--- src/rtl/bitcoin_hash_host.sv ---
// bitcoin_hash_host: host-side sequencer for the nonce-search hasher.
// Streams a block header into shared word memory, kicks the hasher, waits
// for completion, then scans the per-nonce H0 results for the minimum and
// reports it against an unsigned target.
module bitcoin_hash_host #(
  parameter int          NUM_NONCE = 16,
  parameter int          MSG_WORDS = 19,
  parameter logic [15:0] MSG_ADDR  = 16'h0000,
  parameter logic [15:0] OUT_ADDR  = 16'h0040
) (
  input  logic        clk,
  input  logic        reset,
  input  logic        hdr_valid,
  output logic        hdr_ready,
  input  logic [31:0] hdr_data,
  input  logic [31:0] target,
  output logic        hash_start,
  input  logic        hash_done,
  output logic [15:0] hash_message_addr,
  output logic [15:0] hash_output_addr,
  output logic        mem_sel,
  output logic        mem_we,
  output logic [15:0] mem_addr,
  output logic [31:0] mem_write_data,
  input  logic [31:0] mem_read_data,
  output logic        result_valid,
  input  logic        result_ack,
  output logic        found,
  output logic [3:0]  best_nonce,
  output logic [31:0] best_hash
);

  localparam int CW = $clog2(MSG_WORDS + 1);
  localparam int RW = $clog2(NUM_NONCE + 1);
  localparam logic [CW-1:0] LAST_WORD = CW'(MSG_WORDS - 1);
  localparam logic [RW-1:0] LAST_RD   = RW'(NUM_NONCE);

  typedef enum logic [2:0] {
    ST_LOAD   = 3'd0,
    ST_KICK   = 3'd1,
    ST_WAIT   = 3'd2,
    ST_READ   = 3'd3,
    ST_REPORT = 3'd4
  } state_t;

  state_t        state_r, state_s;
  logic [CW-1:0] count_r;
  logic [RW-1:0] rd_cnt_r;
  logic [31:0]   best_hash_r, best_hash_s;
  logic [3:0]    best_nonce_r, best_nonce_s;
  logic          found_r;
  logic [31:0]   target_r;
  logic          hs_s;

  assign hash_message_addr = MSG_ADDR;
  assign hash_output_addr  = OUT_ADDR;
  assign best_hash         = best_hash_r;
  assign best_nonce        = best_nonce_r;
  assign found             = found_r;

  // A header word is accepted only in LOAD and never while reset is asserted.
  assign hs_s = (state_r == ST_LOAD) && hdr_valid && !reset;

  // State register.
  always_ff @(posedge clk) begin
    if (reset) begin
      state_r <= ST_LOAD;
    end else begin
      state_r <= state_s;
    end
  end

  // Next-state decode and memory-port / handshake outputs.
  always_comb begin
    state_s        = state_r;
    hdr_ready      = 1'b0;
    hash_start     = 1'b0;
    mem_sel        = 1'b1;
    mem_we         = 1'b0;
    mem_addr       = MSG_ADDR;
    mem_write_data = 32'h0000_0000;
    result_valid   = 1'b0;
    case (state_r)
      ST_LOAD: begin
        hdr_ready = !reset;
        mem_addr  = MSG_ADDR + 16'(count_r);
        if (hs_s) begin
          mem_we         = 1'b1;
          mem_write_data = hdr_data;
          if (count_r == LAST_WORD) begin
            state_s = ST_KICK;
          end else begin
            state_s = ST_LOAD;
          end
        end else begin
          mem_we = 1'b0;
        end
      end
      ST_KICK: begin
        mem_sel    = 1'b0;
        hash_start = 1'b1;
        state_s    = ST_WAIT;
      end
      ST_WAIT: begin
        mem_sel = 1'b0;
        if (hash_done) begin
          state_s = ST_READ;
        end else begin
          state_s = ST_WAIT;
        end
      end
      ST_READ: begin
        // The terminal count cycle only captures; its address is never used.
        mem_addr = OUT_ADDR + 16'(rd_cnt_r);
        if (rd_cnt_r == LAST_RD) begin
          state_s = ST_REPORT;
        end else begin
          state_s = ST_READ;
        end
      end
      ST_REPORT: begin
        result_valid = 1'b1;
        if (result_ack) begin
          state_s = ST_LOAD;
        end else begin
          state_s = ST_REPORT;
        end
      end
      default: begin
        state_s = ST_LOAD;
      end
    endcase
  end

  // Running minimum: data for index r arrives while rd_cnt_r is r+1; strict
  // less-than keeps the lowest nonce on ties.
  always_comb begin
    best_hash_s  = best_hash_r;
    best_nonce_s = best_nonce_r;
    if ((state_r == ST_READ) && (rd_cnt_r != {RW{1'b0}}) && (mem_read_data < best_hash_r)) begin
      best_hash_s  = mem_read_data;
      best_nonce_s = 4'(rd_cnt_r - RW'(1));
    end else begin
      best_hash_s  = best_hash_r;
      best_nonce_s = best_nonce_r;
    end
  end

  // Header counter, read counter and result registers.
  always_ff @(posedge clk) begin
    if (reset) begin
      count_r      <= {CW{1'b0}};
      rd_cnt_r     <= {RW{1'b0}};
      best_hash_r  <= 32'hFFFF_FFFF;
      best_nonce_r <= 4'd0;
      found_r      <= 1'b0;
      target_r     <= 32'h0000_0000;
    end else begin
      case (state_r)
        ST_LOAD: begin
          if (hs_s) begin
            count_r <= count_r + CW'(1);
          end else begin
            count_r <= count_r;
          end
        end
        ST_KICK: begin
          count_r <= {CW{1'b0}};
        end
        ST_WAIT: begin
          if (hash_done) begin
            rd_cnt_r     <= {RW{1'b0}};
            best_hash_r  <= 32'hFFFF_FFFF;
            best_nonce_r <= 4'd0;
            found_r      <= 1'b0;
            target_r     <= target;
          end else begin
            rd_cnt_r <= rd_cnt_r;
          end
        end
        ST_READ: begin
          rd_cnt_r     <= rd_cnt_r + RW'(1);
          best_hash_r  <= best_hash_s;
          best_nonce_r <= best_nonce_s;
          if (rd_cnt_r == LAST_RD) begin
            found_r <= (best_hash_s < target_r);
          end else begin
            found_r <= found_r;
          end
        end
        ST_REPORT: begin
          count_r <= {CW{1'b0}};
        end
        default: begin
          count_r <= {CW{1'b0}};
        end
      endcase
    end
  end

endmodule
--- config.mk ---
export PLATFORM = sky130hd
export DESIGN_NAME = bitcoin_hash_host
export DESIGN_NICKNAME = d
export VERILOG_FILES = /design/src/rtl/bitcoin_hash_host.sv
export SDC_FILE = /design/constraint.sdc
export NUM_CORES = 1
export LEC_CHECK = 0
export ABC_AREA = 1
export CORE_UTILIZATION = 48
export DETAILED_ROUTE_END_ITERATION = 6
export HOLD_SLACK_MARGIN = 0.02
export PLACE_DENSITY_LB_ADDON = 0.1
export SLEW_MARGIN = 20
export SYNTH_ARGS = -nofsm -noshare
export SYNTH_HDL_FRONTEND = slang
export SYNTH_SLANG_ARGS = --single-unit
--- constraint.sdc ---
create_clock -name clk -period 8.83 [get_ports clk]
set_input_delay 1.766 -clock clk [delete_from_list [all_inputs] [get_ports clk]]
set_output_delay 1.766 -clock clk [all_outputs]
set_load 0.005 [all_outputs]
Word-level counts from Yosys, hierarchy flattened
Index checks and enable logic that the tools add are counted.

word-level totals
  flip-flop bits (word level) = 82
  input port bits = 101
  output and inout bits = 122
  logic and storage cells = 67

cells by class
  add/subtract/negate cells = 4
  order comparisons = 2
  eq/ne operators = 10
  multiplexer cells = 28
  bitwise gates (word level) = 1
  reductions and logical operators = 15

operator list
  operator                                           number
  two-way mux 32 bit                                 4
  less-than comparator 32 bit                        2
  case mux 32 bit (2 select lines)                   1
  case mux 5 bit (2 select lines)                    2
  case mux 8 bit (2 select lines)                    1
  case mux 3 bit (5 select lines)                    1
  adder 5 x 1 -> 5 bit (second input constant)       2
  == test 5 bit (second input constant)              2
  two-way mux 1 bit                                  10
  two-way mux 5 bit                                  2
  two-way mux 3 bit                                  3
  adder 7 x 5 -> 8 bit (first input constant)        1
  two-way mux 4 bit                                  2
  case mux 4 bit (2 select lines)                    1
  == test 3 x 2 -> 1 bit (second input constant)     2
  inequality test 2 bit (second input constant)      3
  AND reduction 2 bit                                3
  AND reduction 3 bit                                2
  nonzero test 5 bit                                 1
  logical AND 1 bit                                  4
  OR reduction 2 bit                                 2
  subtractor 4 x 1 -> 4 bit (second input constant)  1
  == test 3 x 1 -> 1 bit (second input constant)     1
  == test 3 bit (second input constant)              1
  other kinds (6)                                    6

Logic depth before layout (Yosys ltp)
Gate-level depths: netlist of the first run.

  depth after elaboration = 7
  depth in mapped cells = 28
  depth with buffers taken out = 27

Worst setup path after synthesis of the first run
Ideal clock, no wire load.

  path kind = input port to flip-flop
  from = in mem_read_data[5]
  to = reg found_r, in the netlist found
  library setup time = 0.067 ns
  arrival time = 4.088 ns
  data required time = 8.763 ns
  setup slack = 4.675 ns
  stages on the path = 23
  path buffers = 1
  path through = ha_1 > a21oi_1 > nor2_1 > nor3_1 > nand2_1 > nand2_1 > nand2_1 > nand2_1 > nand2_2 > inv_2 > buf_2 > nand2_1 > o21ai_0 > ha_1 > a21oi_1 > o21ai_0 > nand3_1 > nand2_1 > nand2_1 > a21oi_1 > nor4_1 > nand2_1 > a21oi_2

between the ends
  word-level cells in the longest chain between the ends = 6

RTL lines
  element                              RTL line  RTL
  start: declaration                   25        input logic [31:0] mem_read_data,
  less-than comparator 32 bit          140       if ((state_r == ST_READ) && (rd_cnt_r != {RW{1'b0}}) && (mem_read_data < best_hash_r)) begin
  logical AND 1 bit                    140
  two-way mux 32 bit (*)               140
  less-than comparator 32 bit (*)      186       found_r <= (best_hash_s < target_r);
  two-way mux 1 bit (*)                185       if (rd_cnt_r == LAST_RD) begin
  case mux 1 bit (2 select lines) (*)  159       case (state_r)
  end signal: assignment               186
  end signal: assignment               188       found_r <= found_r;
  end: declaration                     51        logic found_r;

Mark *: on every way between the ends. The rest lies on a longest branch, timed or not. The select of a mux whose other input is x is not followed.
A chain may end at the register's enable or synchronous reset.

Worst setup path after layout of the first run
  from = in reset
  to = out mem_write_data[18]

between the ends
  word-level cells in the longest chain between the ends = 4

RTL lines
  element             RTL line  RTL
  start: declaration  12        input logic reset,
  logical NOT 1 bit   62        assign hs_s = (state_r == ST_LOAD) && hdr_valid && !reset;
  logical AND 1 bit   62
  two-way mux 32 bit  87        if (hs_s) begin
  two-way mux 32 bit  83        case (state_r)
  end: declaration    24        output logic [31:0] mem_write_data,

Every way passes these cells.

==> results of run 1 <==
[Yosys cell counts (7+ instances only)]
library cell               count  area share [%]
sky130_fd_sc_hd__a21oi_1      65             5.9
sky130_fd_sc_hd__inv_2        10            0.68
sky130_fd_sc_hd__nor2_1       59             4.0
sky130_fd_sc_hd__nand2_1     134             9.2
sky130_fd_sc_hd__clkbuf_1     22             1.5
sky130_fd_sc_hd__nand3_1      11             1.0
sky130_fd_sc_hd__o21ai_0      75             6.8
sky130_fd_sc_hd__dfxtp_1      82              30
sky130_fd_sc_hd__inv_1       122             8.3
sky130_fd_sc_hd__buf_2         7            0.64
sky130_fd_sc_hd__o22ai_1      36             4.1
sky130_fd_sc_hd__buf_4        42             5.7
sky130_fd_sc_hd__ha_1         67              15
sky130_fd_sc_hd__nor3_1        8            0.73
[flip-flops by register name (all words and copies together) (netlist names)]
signal / count
count_r: 5
target_r: 32
rd_cnt_r: 5
state_r: 3
best_hash: 32
found: 1
best_nonce: 4
[metal layers]
metal | GRT usage [%] | vias up | wire length, um
li1 | - | 2813 | -
met1 | 30.5 | 2492 | 6290
met2 | 43.4 | 176 | 7230
met3 | 5.74 | 25 | 972
met4 | 8.78 | 0 | 225
met5 | 0 | - | 0
[through the flow]
step                      cell area, um2  std cells
after CTS                           7530       1092
after detailed placement            7210       1076
after global routing                7530       1092
after floorplan                     5650        827
after global placement              7210       1076
final                               7530       1092
[worst paths after layout]
path / start / endpoint / slack (ns) / cells past startpoint
max: reset / mem_write_data[18] / 3.06 / 5
min: target_r[12] / target_r[12] / 0.46 / 2
max reg2reg: best_hash[5] / found / 5.00 / 22
min reg2reg: target_r[12] / target_r[12] / 0.46 / 2
[layout make-up]
cell class              instances  area, um2
fillers                       920       3450
multi-input cells             537       3060
repair buffers                183       1820
flip-flops and latches         82       1640
inverters                     134        503
clock buffers                  10        239
well taps                     140        175
clock inverters                 6       88.8
[power groups by stage]
stage	Combinational (uW)	Clock [uW]	Sequential, uW
final	97.3	412	371
after global placement	95.6	0	380
after detailed placement	96.1	0	380
after floorplan	42.8	0	379
after global routing	107	438	371
after CTS	97.2	420	371
[cells by family after synthesis]
| group | Yosys count | share of synthesized area (%) |
|---|---|---|
| buffers and inverters | 208 | 17.3 |
| other | 2 | 0.137 |
| AND/OR/NAND/NOR | 232 | 17.7 |
| adder cells (fa/ha/maj) | 67 | 15.3 |
| AO/OA/AOI/OAI | 194 | 19.4 |
| XOR/XNOR | 2 | 0.319 |
| flip-flops | 82 | 29.9 |
[worst min-delay path, stage by stage, from the launching register on]
cell and delay [ns]:
sky130_fd_sc_hd__dfxtp_1 0.30, sky130_fd_sc_hd__inv_1 0.06, sky130_fd_sc_hd__a21oi_1 0.05
==> results.rst, run 1 <==
.. list-table::
   :header-rows: 1

   * - Metric
     - Value
   * - Slew @ Worst Pin
     - 0.942 ns
   * - CP Buf/Inv Count
     - 2
   * - Sequential Power Share
     - 42.2%
   * - Final estimated routing congestion in global placement
     - 0.854
   * - Post-detail-place hpwl
     - 11.0 mm
   * - Slowest cell on the critical path
     - sky130_fd_sc_hd__clkdlybuf4s50_1
   * - Data arrival time at the worst-slack endpoint
     - 4.01 ns
   * - Routed Antenna Nets
     - 0
   * - DRC violation total after the first TritonRoute iteration
     - roughly 330
   * - Clock transition at the registers of the reported paths
     - 0.06 ns
   * - Final hold violation count
     - 0
   * - Clock buffers created by TritonCTS
     - 9
   * - Remaining max-slew budget at the tightest pin
     - 37.1%
   * - Syn-to-layout area delta
     - 37.1%
   * - Worst setup path class
     - input pin to output port
   * - Path category of the worst min-delay check
     - flop to flop
   * - Fraction of layout instances using a drive strength above 1
     - 4.31%
   * - Worst vdd ir
     - 0.0987 mV
   * - Internal Power
     - 685 uW
   * - Period minus WS final
     - 5.77 ns
   * - Number of H-tree branching levels
     - 3
   * - Worst slack at placement
     - 3.02 ns
   * - Clock latency on the worst-skew pair
     - 0.34 ns
   * - Largest net degree at the start of global routing
     - 72
   * - Synthesized area
     - about 5500 um2
   * - Portion of the clock cycle consumed by the worst path in the final layout
     - 65.4%
   * - Net switching power of the design
     - 195 uW
   * - PortBufs
     - 180
   * - Status
     - completed
   * - Critical path's most frequent cell
     - sky130_fd_sc_hd__clkdlybuf4s50_1
   * - Avg Inst Size Synth
     - ~7.0 um2
   * - Required time of the critical path
     - 7.06 ns
   * - Number of flip-flops and latches in the synthesized netlist
     - 82
   * - Critical Path Sink Type
     - output port
   * - Total power
     - between 800 and 900 uW
   * - Critical Path Source Type
     - input pin
   * - Post-layout worst setup margin
     - 3.06 ns
   * - Initial DRT Pass Iterations
     - 6
   * - Count of flip-flops with a built-in enable after synthesis
     - 0
   * - Maximum fanout count along the critical path
     - 33
   * - Largest delay share family, worst path
     - buffers and inverters
   * - Detailed-route via count
     - about 5,500
   * - Longest individual stage delay on the worst path
     - approximately 0.66 ns
   * - Combinational share of power
     - between 10% and 20%
   * - Warnings from Yosys
     - 0
   * - DIE WIDTH
     - 109 um
   * - Most common library cell in the layout ignoring fill and taps
     - sky130_fd_sc_hd__clkdlybuf4s50_1
   * - Highest-count cells in the layout ignoring fill and taps
     - sky130_fd_sc_hd__clkdlybuf4s50_1, sky130_fd_sc_hd__nand2_1, sky130_fd_sc_hd__inv_1, sky130_fd_sc_hd__dfxtp_1, sky130_fd_sc_hd__o21ai_0
   * - Row cnt
     - 38
   * - Antenna violations before repair
     - 0
   * - Most used flip-flop cell after synthesis
     - sky130_fd_sc_hd__dfxtp_1
   * - Total power per unit cell area
     - about 120 nW/um2
   * - Number of hold buffers added after CTS
     - 0
   * - Max Slew Vio Count
     - 0
   * - Post-synthesis instance total
     - 787
   * - Total Routed Length
     - 14.7 mm
   * - Nets
     - 1,115
   * - Maximum clock frequency
     - 0.173 GHz
   * - Sink count of the clock tree
     - 82
   * - GR Overflow Total
     - 0
   * - Clock power share
     - ~47%
   * - Wire length of the first global-routing pass
     - 23.6 mm
   * - Y dimension of the die
     - roughly 110 um
   * - Share of synthesized flip-flops with an asynchronous set or reset
     - 0%
   * - LEAKAGE
     - 0.00348 uW
   * - Antenna diode count
     - 0
   * - Cells along the critical path
     - clkdlybuf4s50_1 -> nor2_2 -> nand2_1 -> nor2_1 -> clkdlybuf4s50_1
   * - Post-Route Utilization
     - 68.6%
   * - Clock tree from TritonCTS
     - yes
   * - Switching part of the total
     - 22.2%
   * - Vias in the first global route
     - 5,427
   * - Wire length per cell after detailed routing
     - 13.5 um
   * - Die Footprint
     - about 12,000 um2
   * - Global Route Usage Sum
     - 25.2%
   * - Accumulated negative setup slack
     - 0 ns
   * - Count of endpoints failing setup in the final report
     - 0
   * - Per-cell via count in the routed design
     - 5.04
   * - Total of cells resized after clock tree synthesis
     - 0
   * - Starting Density
     - 50.0%
   * - Sequential fraction of the synthesis area
     - 29.9%
   * - Fin Clk Skew
     - approximately 0.0079 ns
   * - Max-cap violations
     - 0
   * - Clock root cell
     - sky130_fd_sc_hd__clkbuf_16
   * - Hold Slack
     - 0.460 ns
   * - Library cells used by synthesis
     - 41
   * - Ports
     - around 220
   * - Bufs on Longest Clock Path
     - 2
   * - DRC violation count after routing
     - 0
   * - Post-CTS Setup Bufs
     - 0
   * - RSZ-0062 raised after global routing
     - false
   * - Core outline area
     - 11,000 um2
(Power assumes the default switching activity.)
==> run 2, diff against run 1 <==
Settings changed: CORE_UTILIZATION 48 to 44.
Clock period 8.83 ns to 5.9 ns, I/O delays scaled along.
==> results.rst, run 2 (synthesis results as in run 1) <==
.. list-table::
   :header-rows: 1

   * - Metric
     - Value
   * - Status
     - completed
   * - Layout fillers
     - 1,148
   * - Antenna violations before repair
     - 1
   * - Count of endpoints failing setup in the final report
     - 0
   * - Worst R2R Start
     - best_hash[25]
   * - Wire length of the first global-routing pass
     - approximately 24 mm
   * - Clock tree from TritonCTS
     - yes
   * - Starting Density
     - 45.4%
   * - Final hold violation count
     - 0
   * - R2R depth
     - 21
   * - Clock transition at the registers of the reported paths
     - approximately 0.060 ns
   * - GR Overflow Total
     - 0
   * - Die Footprint
     - between 10,000 and 15,000 um2
   * - End point of the worst hold path
     - target_r[19]
   * - Nets
     - 1,115
   * - Startpoint of the most critical hold path
     - target_r[19]
   * - Number of H-tree branching levels
     - 3
   * - Reg-to-reg critical path endpoint
     - found
   * - Bufs on Longest Clock Path
     - 2
   * - Post-detail-place hpwl
     - 11.3 mm
   * - Total power per unit cell area
     - 169 nW/um2
   * - Y dimension of the die
     - 114 um
   * - Initial DRT Pass Iterations
     - 4
   * - Start point of the critical path
     - reset
   * - Clock latency on the worst-skew pair
     - 0.34 ns
   * - Slew @ Worst Pin
     - 0.997 ns
   * - Max-cap violations
     - 0
   * - Worst Hold Depth
     - 2
   * - Area of the multi-input gates
     - 3060 um2
   * - Wire length per cell after detailed routing
     - 13.3 um
   * - Total Routed Length
     - approximately 15 mm
   * - Largest delay share family, worst path
     - buffers and inverters
   * - Highest-count cells in the layout ignoring fill and taps
     - sky130_fd_sc_hd__clkdlybuf4s50_1, sky130_fd_sc_hd__nand2_1, sky130_fd_sc_hd__inv_1, sky130_fd_sc_hd__dfxtp_1, sky130_fd_sc_hd__o21ai_0
   * - Critical path's most frequent cell
     - sky130_fd_sc_hd__clkdlybuf4s50_1
   * - Worst setup path class
     - input pin to output port
   * - RSZ-0062 raised after global routing
     - false
   * - Remaining max-slew budget at the tightest pin
     - 33.3%
   * - DRC violation total after the first TritonRoute iteration
     - 230
   * - Worst reg2reg setup slack
     - ~2.3 ns
   * - Sink count of the clock tree
     - 82
   * - DIE WIDTH
     - 114 um
   * - Worst vdd ir
     - between 0.1 and 0.15 mV
   * - Maximum fanout count along the critical path
     - 33
   * - Cells along the critical path
     - clkdlybuf4s50_1 -> nor2_2 -> nand2_1 -> nor2_1 -> clkdlybuf4s50_1
   * - Data arrival time at the worst-slack endpoint
     - between 3 and 4 ns
   * - CP Buf/Inv Count
     - 2
   * - Fin Clk Skew
     - 0.00598 ns
   * - Core outline area
     - 12,100 um2
   * - Slowest cell on the critical path
     - sky130_fd_sc_hd__clkdlybuf4s50_1
   * - Per-cell via count in the routed design
     - 4.85
   * - DRC violation count after routing
     - 0
   * - Critical Path Sink Type
     - output port
   * - Syn-to-layout area delta
     - 37.3%
   * - Most common library cell in the layout ignoring fill and taps
     - sky130_fd_sc_hd__clkdlybuf4s50_1
   * - Largest net degree at the start of global routing
     - 66
   * - Fraction of layout instances using a drive strength above 1
     - 4.31%
   * - Routed Antenna Nets
     - 0
   * - Post-CTS Setup Bufs
     - 0
   * - Maximum clock frequency
     - between 0.2 and 0.25 GHz
   * - LEAKAGE
     - 0.00347 uW
   * - Required time of the critical path
     - roughly 4.7 ns
   * - Area taken by flip-flops and latches
     - 1640 um2
   * - Portion of the clock cycle consumed by the worst path in the final layout
     - 79.4%
   * - Clock buffers created by TritonCTS
     - 9
   * - Critical Path Source Type
     - input pin
   * - Row cnt
     - 40
   * - Max Slew Vio Count
     - 0
   * - Clock root cell
     - sky130_fd_sc_hd__clkbuf_16
   * - Ports
     - 223
   * - Accumulated negative setup slack
     - 0 ns
   * - PortBufs
     - 180
   * - Detailed-route via count
     - 5,433
   * - Path category of the worst min-delay check
     - flop to flop
   * - Global Route Usage Sum
     - 23.3%
   * - Total of cells resized after clock tree synthesis
     - 0
   * - Final estimated routing congestion in global placement
     - slightly below 0.9
   * - Number of hold buffers added after CTS
     - 0
   * - Total power
     - 1280 uW
   * - Vias in the first global route
     - 5,314
   * - Period minus WS final
     - ~4.7 ns
   * - Longest individual stage delay on the worst path
     - between 0.6 and 0.7 ns
==> run 2: changes by cell type in the layout (fill, tap and decap cells not counted) <==
cell / before / now
sky130_fd_sc_hd__bufinv_16: 2 / 1
sky130_fd_sc_hd__clkbuf_1: 0 / 1
sky130_fd_sc_hd__clkinv_1: 2 / 1
sky130_fd_sc_hd__clkinv_2: 1 / 0
sky130_fd_sc_hd__clkinv_4: 0 / 1
sky130_fd_sc_hd__diode_2: 0 / 1
sky130_fd_sc_hd__inv_2: 10 / 11
==> run 2: metrics by stage <==
stage	worst slack, ns	hold WS, ns	std cells	util, %	area, um2
2_1_floorplan	2.33	0.435	827	-	5650
3_3_place_gp	1.05	0.452	1104	59.8	7240
3_5_place_dp	1.01	0.455	1104	59.8	7240
4_1_cts	1.19	0.465	1120	62.3	7550
5_1_grt	0.854	0.482	1120	62.3	7550
6_report	1.21	0.463	1121	62.3	7550
==> run 2: area by class of cell <==
type                            count  area share [%]
Multi-Input combinational cell    537            40.6
Timing Repair Buffer              183            24.2
Sequential cell                    82            21.7
Inverter                          134            6.66
Clock buffer                       11            3.22
Tap cell                          168            2.78
Clock inverter                      5           0.829
Antenna cell                        1          0.0332
==> run 2: where the power goes <==
group	switching [uW]	internal (uW)
registers	1.03	554
clock network	235	342
logic	57.8	88.2
total	294	985
==> run 2: routing by layer <==
layer	vias up	track usage (%)	share of wire, %
li1	2802	-	-
met1	2464	28.9	44
met2	155	40.4	48
met3	12	4.84	6.6
met4	0	7.36	0.80
met5	-	0	0
==> run 2: how the worst max path moves through the flow <==
stage,endpoint,slack (ns),cells after the start
5_1_grt,found,0.85,22
4_1_cts,mem_write_data[10],1.19,5
2_1_floorplan,found,2.33,23
6_report,mem_write_data[4],1.21,5
3_5_place_dp,found,1.01,21
3_3_place_gp,found,1.05,21
==> run 2: worst register-to-register path, delay by kind of cell, from the launching register on <==
| family | cells | cell delay [ns] |
|---|---|---|
| compound gates | 6 | 1.03 |
| buf+inv | 4 | 0.83 |
| simple gates | 9 | 0.68 |
| fa+ha+maj | 2 | 0.65 |
| flops | 1 | 0.38 |
